## config.mk

```make
export PLATFORM = sky130hd
export DESIGN_NAME = xb_gpio_ctrl
export DESIGN_NICKNAME = d
export VERILOG_FILES = /design/src/rtl/xb_gpio_ctrl.sv
export SDC_FILE = /design/constraint.sdc
export NUM_CORES = 1
export LEC_CHECK = 0
export BUFFER_PORTS_ARGS = -buffer_cell sky130_fd_sc_hd__buf_2
export CORE_MARGIN = 4
export CORE_UTILIZATION = 62
export CTS_CLUSTER_DIAMETER = 80
export DETAILED_ROUTE_END_ITERATION = 10
export PLACE_DENSITY_LB_ADDON = 0.15
export SYNTH_ARGS = -nofsm -noshare
export SYNTH_HDL_FRONTEND = slang
export SYNTH_SLANG_ARGS = --single-unit
```

## constraint.sdc

```tcl
create_clock -name clk -period 2.78 [get_ports clk]
set_input_delay 0.556 -clock clk [delete_from_list [all_inputs] [get_ports clk]]
set_output_delay 0.556 -clock clk [all_outputs]
set_load 0.005 [all_outputs]
```

## src/rtl/xb_gpio_ctrl.sv

```systemverilog
// Expansion-board GPIO controller: switch synchronize/debounce with change pulses,
// and per-LED off/on/blink/inverted-blink drive programmed over a valid/ready port.
module xb_gpio_ctrl #(
    parameter logic [15:0] DB_CYCLES  = 16'd50000,
    parameter logic [23:0] BLINK_HALF = 24'd4000000
) (
    input  logic        clk,
    input  logic        reset,
    input  logic [8:0]  sw_raw,
    output logic [8:0]  sw_state,
    output logic [8:0]  sw_changed,
    input  logic        cfg_valid,
    output logic        cfg_ready,
    input  logic [3:0]  cfg_addr,
    input  logic [1:0]  cfg_mode,
    output logic        cfg_err,
    input  logic        lamp_test,
    output logic [10:0] led_out
);

    localparam logic [1:0]  MODE_OFF   = 2'b00;
    localparam logic [1:0]  MODE_ON    = 2'b01;
    localparam logic [1:0]  MODE_BLINK = 2'b10;
    localparam logic [1:0]  MODE_INV   = 2'b11;
    localparam logic [3:0]  ADDR_LAST  = 4'd10;
    localparam logic [3:0]  ADDR_BCAST = 4'd15;
    localparam logic [15:0] DB_LAST    = DB_CYCLES - 16'd1;
    localparam logic [23:0] BLINK_LAST = BLINK_HALF - 24'd1;

    logic [8:0]  sync1;
    logic [8:0]  sync2;
    logic [15:0] cnt [9];
    logic [1:0]  mode [11];
    logic [23:0] presc;
    logic        phase;
    logic        cfg_acc;
    logic [10:0] led_next;

    // Handshake: a config word transfers on any rising edge where cfg_valid and
    // cfg_ready are both high; cfg_ready is low only while reset is held.
    assign cfg_acc = cfg_valid && cfg_ready;

    always_ff @(posedge clk) begin
        if (reset) begin
            sync1 <= '0;
            sync2 <= '0;
        end else begin
            sync1 <= sw_raw;
            sync2 <= sync1;
        end
    end

    // A bit flips only after DB_CYCLES consecutive differing samples; any agreeing
    // sample discards the partial count.
    always_ff @(posedge clk) begin
        if (reset) begin
            sw_state   <= '0;
            sw_changed <= '0;
            for (int i = 0; i < 9; i++) cnt[i] <= '0;
        end else begin
            for (int i = 0; i < 9; i++) begin
                sw_changed[i] <= 1'b0;
                if (sync2[i] == sw_state[i]) begin
                    cnt[i] <= '0;
                end else if (cnt[i] == DB_LAST) begin
                    sw_state[i]   <= ~sw_state[i];
                    sw_changed[i] <= 1'b1;
                    cnt[i]        <= '0;
                end else begin
                    cnt[i] <= cnt[i] + 16'd1;
                end
            end
        end
    end

    always_ff @(posedge clk) begin
        if (reset) begin
            cfg_ready <= 1'b0;
            cfg_err   <= 1'b0;
            for (int i = 0; i < 11; i++) mode[i] <= MODE_OFF;
        end else begin
            cfg_ready <= 1'b1;
            cfg_err   <= cfg_acc && (cfg_addr > ADDR_LAST) && (cfg_addr != ADDR_BCAST);
            if (cfg_acc) begin
                for (int i = 0; i < 11; i++) begin
                    if (cfg_addr == ADDR_BCAST || cfg_addr == 4'(i)) mode[i] <= cfg_mode;
                end
            end
        end
    end

    // Free-running blink generator; config writes never restart it.
    always_ff @(posedge clk) begin
        if (reset) begin
            presc <= '0;
            phase <= 1'b0;
        end else if (presc == BLINK_LAST) begin
            presc <= '0;
            phase <= ~phase;
        end else begin
            presc <= presc + 24'd1;
        end
    end

    always_comb begin
        led_next = '0;
        for (int i = 0; i < 11; i++) begin
            if (lamp_test) begin
                led_next[i] = 1'b1;
            end else begin
                case (mode[i])
                    MODE_ON:    led_next[i] = 1'b1;
                    MODE_BLINK: led_next[i] = phase;
                    MODE_INV:   led_next[i] = ~phase;
                    default:    led_next[i] = 1'b0;
                endcase
            end
        end
    end

    always_ff @(posedge clk) begin
        if (reset) led_out <= '0;
        else       led_out <= led_next;
    end

endmodule

```

==> results of run 1 <==
==> worst paths after layout <==
check,to,cells after the start,slack [ns],from
setup / recovery,cnt[3][9],4,0.64,cnt[3][11]
setup reg to reg,cnt[3][9],4,0.64,cnt[3][11]
hold / removal,sync1[3],2,0.23,sw_raw[3]
hold reg to reg,sync2[6],1,0.44,sync1[6]
==> routing by layer <==
layer  up-vias  part of all wire  GRT usage
met5         -                 0          0
met4         0             0.023     0.0511
met3        27             0.037     0.0308
met2       144              0.48      0.352
met1      3867              0.46      0.279
li1       4169                 -          -
==> stage by stage <==
stage                util  cell area (um2)  worst slack, ns  hold WS [ns]  std cells
floorplan               -            12100            0.732         0.414       1252
global placement    0.689            12500            0.618         0.419       1505
detailed placement  0.689            12500            0.549         0.426       1505
CTS                 0.733            13300            0.628         0.222       1553
global route        0.733            13300            0.499         0.225       1553
finish              0.733            13300            0.638         0.232       1553
==> kinds of logic (layout without fill, tap and decap cells) <==
group | Yosys count | after routing
multiplexers | 11 | 11
AO/OA/AOI/OAI | 26 | 26
buffers and inverters | 65 | 137
other | 1 | 144
AND/OR/NAND/NOR | 594 | 594
flip-flops | 240 | 240
adder cells (fa/ha/maj) | 10 | 10
XOR/XNOR | 162 | 162
==> state kept, by name, summed over array words and instances (netlist names) <==
signal / flops
sync1: 9
sw_changed: 9
cfg_ready: 1
presc: 24
cnt: 144
sw_state: 9
phase: 1
sync2: 9
mode: 22
led_out: 11
cfg_err: 1
==> area by class of cell <==
class	instances	area, um2	area share
clock buffer	40	753	0.0566
sequential	240	6470	0.486
inverter	32	120	0.00903
clock inverter	8	58.8	0.00442
tap	229	287	0.0215
timing repair buffer	57	305	0.0229
multi-input combinational	947	5320	0.400
==> power breakdown <==
group | internal [uW] | leakage [uW] | switching [uW]
clock | 1870 | 0.000404 | 1360
sequential | 3950 | 0.00233 | 126
combinational | 137 | 0.00205 | 197
total | 5960 | 0.00478 | 1680
==> cells in the mapped netlist, types with 3 or more instances <==
| cell | count | area (um2) |
|---|---|---|
| buf_1 | 3 | 11.3 |
| ha_1 | 10 | 125 |
| and3_1 | 19 | 119 |
| xnor2_1 | 141 | 1230 |
| and4_1 | 4 | 35.0 |
| nor3_1 | 39 | 195 |
| nor4bb_1 | 10 | 100 |
| nand4b_1 | 6 | 52.6 |
| nand4_1 | 44 | 275 |
| xor2_1 | 21 | 184 |
| nor4_1 | 39 | 244 |
| nand2_1 | 64 | 240 |
| mux2i_1 | 11 | 110 |
| a21oi_1 | 10 | 50.1 |
| edfxtp_1 | 166 | 4980 |
| clkbuf_1 | 24 | 90.1 |
| nor2b_1 | 19 | 119 |
| dfxtp_1 | 74 | 1480 |
| o21ai_0 | 15 | 75.1 |
| nor4b_1 | 6 | 52.6 |
| nand3_1 | 66 | 330 |
| or3_1 | 11 | 68.8 |
| or4_4 | 4 | 45.0 |
| or4_1 | 5 | 37.5 |
| nor2_1 | 243 | 912 |
| inv_1 | 32 | 120 |
==> worst register-to-register path, cell delays in order, from the launching register on <==
cell and delay [ns]:
edfxtp_1 0.47, or4_1 0.55, or4_4 0.56, nand3_4 0.20
nor2_1 0.09
==> impl_metrics.yaml, run 1 <==
status:
  status: "complete, no violations"
final_layout:
  fillers: 1339
  insertedDiodeCount: 0
  final_common_cell: "nor2_1"
  mostFrequentLayoutCells: "nor2_1 (243), edfxtp_1 (166), conb_1 (144)"
  nets: 1333
  drive_gt1_frac: 0.0808
  syn2layout_area_growth_pct: 15.2
global_routing:
  grt_max_degree: 31
  antenna_found_initial: 0
  grt.total_usage: 0.206
  grt-ovfl-total: 0
  grt_pass1_wl_um: 35600
  grt_pass1_vias: 7737
drt:
  drt-initial-drc-count: 447
  vias: 8207
  firstDrtPassIters: 5
  detail_route.wl_per_cell_um: 13.7
  vias_per_cell: 5.28
  ant_nets: 0
  postRouteWirelength_um: 21200
  drcViolationCount: 0
flow_run:
  maxCapViolations: 0
timing:
  worstMarginPinSlew_ns: 0.581
  rsz0062_at_grt: "false"
  finalMaxSlewViolations: 0
  fmaxAchievable_ghz: 0.467
  period_share: 0.771
  final.min_clock_period_ns: 2.14
  finalClockSkew_ns: 0.0149
  relSlewSlack: 0.612
  hold_viol: 0
  final-setup-viol-count: 0
  tns_ns: 0
clock_tree:
  numClockSinks: 240
  cts_made_buffers: 26
  cts_resized: 0
  cts_max_path_buffers: 3
  worstSkewPairLatency_ns: 0.53
  clk_pin_slew_ns: 0.06
  holdBufCountCts: 0
  cts_root_buf: "clkbuf_16"
  cts_tree: "built"
  post_cts_buffers: 0
  htreeDepth: 1
floorplan:
  die_width_um: 144
  io_pins: 50
  die_y_um: 144
  dieArea_um2: 20900
  row_count: 49
  core_um2: 18100
  initial_utilization: 0.636
worst_setup_path:
  crit_family: "simple AND/OR/NAND/NOR gates"
  path_max_fanout: 15
  cp.arrival_ns: 2.42
  path_class: "reg -> reg"
  required_ns: 3.05
  startpoint_type: "flop"
  critPathMaxStageDelay_ns: 0.56
  cp_cell_sequence: "or4_1, or4_4, nand3_4, nor2_1"
  cp_num_buf_inv: 0
  cp_slowest_cell: "or4_4"
  crit_path_end_kind: "flop"
logic_synthesis:
  synth-edff-count: 166
  syn_area_um2: 11500
  ys_ff_latch: 240
  seq_area_frac_synth: 0.560
  yosys.cell_types.count: 42
  syn-instance-count: 1109
  synth_mux_area_frac: 0.00953
  synth_ff_type: "edfxtp_1"
  synth-xor-area-share: 0.123
  synth_top_family_by_area: "simple AND/OR/NAND/NOR gates"
  synthAdderAreaFrac: 0.0108
  syn_avg_cell_area_um2: 10.4
  synth_compound_area_frac: 0.0115
  synthArstFlopShare: 0
  yosysWarningCount: 0
  synthSimpleGateAreaFrac: 0.259
pwr:
  power_uw: 7640
  vdd_drop_max_v: 0.000677
  leakage_uw: 0.00478
  power_density_nw_per_um2: 574
worst_hold_path:
  hold_class: "in -> reg"
place:
  hpwlAfterDp_um: 14800
  gp_congestion: 0.818
  portBuffers: 49
No activity file was read; power rests on OpenSTA's default activity.
==> run 2: changes to the inputs <==
Settings changed: ABC_AREA from default to 1.
Clock period 2.78 ns to 2 ns, I/O delays scaled along.
==> run 2 against run 1 <==
  * Wire length increased by 15%
  * Worst hold slack got worse by 0.15 ns
  * Maximum frequency increased by 24%
  * Power increased by 50%
  * Setup slack got worse by 0.37 ns
  * Critical path depth increased by 4
  * Flip-flop and latch count unchanged
  * Utilization increased by 0.51 points
  * Die area increased by 8.6%
  * Via count increased by 25%
  * Register-to-register slack got worse by 0.37 ns
  * Clock power increased by 66%
==> impl_metrics.yaml, run 2 <==
status:
  status: "complete, no violations"
clock_tree:
  worstSkewPairLatency_ns: 0.53
  post_cts_buffers: 0
  cts_resized: 0
  holdBufCountCts: 0
  numClockSinks: 240
  cts_root_buf: "clkbuf_16"
  htreeDepth: 1
  clk_pin_slew_ns: 0.06
  cts_max_path_buffers: 3
  cts_tree: "built"
  cts_made_buffers: 26
worst_setup_path:
  cp_common_cell: "nand2_2"
  crit_path_end_kind: "flop"
  cp_num_buf_inv: 1
  crit_family: "simple AND/OR/NAND/NOR gates"
  path_max_fanout: 16
  path_class: "reg -> reg"
  startpoint_type: "flop"
  cp.arrival_ns: 1.98
  reg2reg_depth: 8
  path_depth: 8
  cp_slowest_cell: "edfxtp_1"
  required_ns: 2.25
  critPathMaxStageDelay_ns: 0.38
  cp_cell_sequence: "ha_1, nand2_2, nor2_4, inv_2, nor2_2, nand3_2, nand2_2, a21oi_1"
timing:
  relSlewSlack: 0.655
  period_share: 0.866
  hold_viol: 0
  finalMaxSlewViolations: 0
  finalClockSkew_ns: 0.0189
  worstMarginPinSlew_ns: 0.517
  final-setup-viol-count: 0
  final.min_clock_period_ns: 1.73
  worst_slack_ns: 0.267
  rsz0062_at_grt: "false"
  hold_ws_ns: 0.0834
  fmaxAchievable_ghz: 0.577
  tns_ns: 0
logic_synthesis:
  synth_common_cells: "nand2_1 (334), nor2_1 (315), inv_1 (200)"
  yosysWarningCount: 0
  yosysTopAreaCellShare: 0.395
  yosysMostFrequentCell: "nand2_1"
  synth_ff_type: "edfxtp_1"
  seq_area_frac_synth: 0.513
  syn_area_um2: 12600
  ys_ff_latch: 240
  syn_avg_cell_area_um2: 8.10
  synth_area_leader_cell: "edfxtp_1"
  synth.area.top_cells: "edfxtp_1 (40%), dfxtp_1 (12%), nand2_1 (9.9%)"
  yosys.cell_types.count: 33
  syn-instance-count: 1556
  synthArstFlopShare: 0
  synth-edff-count: 166
place:
  portBuffers: 49
  hpwlAfterDp_um: 17500
  gp_congestion: 0.923
  pre_cts_slack_ns: 0.272
floorplan:
  row_count: 51
  die_width_um: 151
  initial_utilization: 0.639
  io_pins: 50
  die_y_um: 151
  core_um2: 19700
  dieArea_um2: 22700
drt:
  detail_route.wl_per_cell_um: 11.9
  postRouteWirelength_um: 24400
  drcViolationCount: 0
  vias: 10200
  vias_per_cell: 5.02
  ant_nets: 0
  drt-initial-drc-count: 660
  firstDrtPassIters: 8
final_layout:
  final_core_util: 0.738
  nets: 1786
  reg_top3: "cnt (144), presc (24), mode (22)"
  mostFrequentLayoutCells: "nand2_1 (334), nor2_1 (315), inv_1 (200)"
  largest_reg_flops: 144
  syn2layout_area_growth_pct: 15.5
  drive_gt1_frac: 0.0816
  insertedDiodeCount: 0
  regMostFlops: "cnt"
  final_common_cell: "nand2_1"
worst_hold_path:
  hold_class: "in -> reg"
  whs_path_depth: 3
global_routing:
  grt_pass1_wl_um: 41400
  grt_max_degree: 33
  grt.total_usage: 0.217
  grt_pass1_vias: 9649
  antenna_found_initial: 0
  grt-ovfl-total: 0
flow_run:
  maxCapViolations: 0
pwr:
  power_density_nw_per_um2: 788
  leakage_uw: 0.00610
  power_uw: 11500
  vdd_drop_max_v: 0.000687
==> run 2: cell count changes after synthesis, moves of 20 or more <==
cell,before,now
xnor2_1,141,20
nor2_1,243,315
clkbuf_1,24,4
nor4_1,39,0
a21oi_1,10,75
inv_1,32,200
nand3_1,66,92
nand2_1,64,334
==> run 2: tightest hold or removal path, cell delays in order <==
cell and delay, ns:
buf_2 0.07, inv_1 0.03, nor2_1 0.06
==> run 2: per-layer routing <==
layer,share of wire,routed length [um],vias to the layer above,global-route usage
li1,-,-,5309,-
met1,0.45,11000,4682,0.285
met2,0.48,11800,226,0.380
met3,0.049,1210,29,0.0280
met4,0.016,399,0,0.0594
met5,0,0,-,0
==> run 2: power by group <==
| group | switching (uW) | leakage [uW] | internal, uW | total, uW |
|---|---|---|---|---|
| Combinational | 344 | 0.00329 | 157 | 501 |
| Sequential | 144 | 0.00233 | 5490 | 5630 |
| Clock | 1960 | 0.000480 | 3380 | 5350 |
==> run 2: layout make-up <==
class	count	area, um2
repair buffers	53	288
clock buffers	35	778
fillers	1502	5160
well taps	265	332
flip-flops and latches	240	6470
inverters	205	769
clock inverters	13	204
multi-input cells	1231	5720
==> run 2: worst paths after layout <==
kind / from / endpoint / slack [ns]
max: cnt[4][0] / cnt[4][15] / 0.27
min: sw_raw[3] / sync1[3] / 0.08
max reg2reg: cnt[4][0] / cnt[4][15] / 0.27
min reg2reg: sync1[7] / sync2[7] / 0.39
==> run 2: through the flow <==
| stage | std cells | instance area (um2) |
|---|---|---|
| finish | 2042 | 14600 |
| global route | 2042 | 14600 |
| CTS | 2042 | 14600 |
| detailed placement | 1994 | 13600 |
| global placement | 1994 | 13600 |
| floorplan | 1699 | 13100 |
==> run 2: cell families (layout without fill, tap and decap cells) <==
kind of cell,Yosys count,in the layout,share of synthesized area
and+or+nand+nor,908,908,0.315
DFF,240,240,0.513
buffers and inverters,228,306,0.0757
AOI/OAI and AO/OA,114,114,0.0482
xor gates and xnor gates,55,55,0.0382
adders and majority gates,10,10,0.00992
other,1,144,0.000297
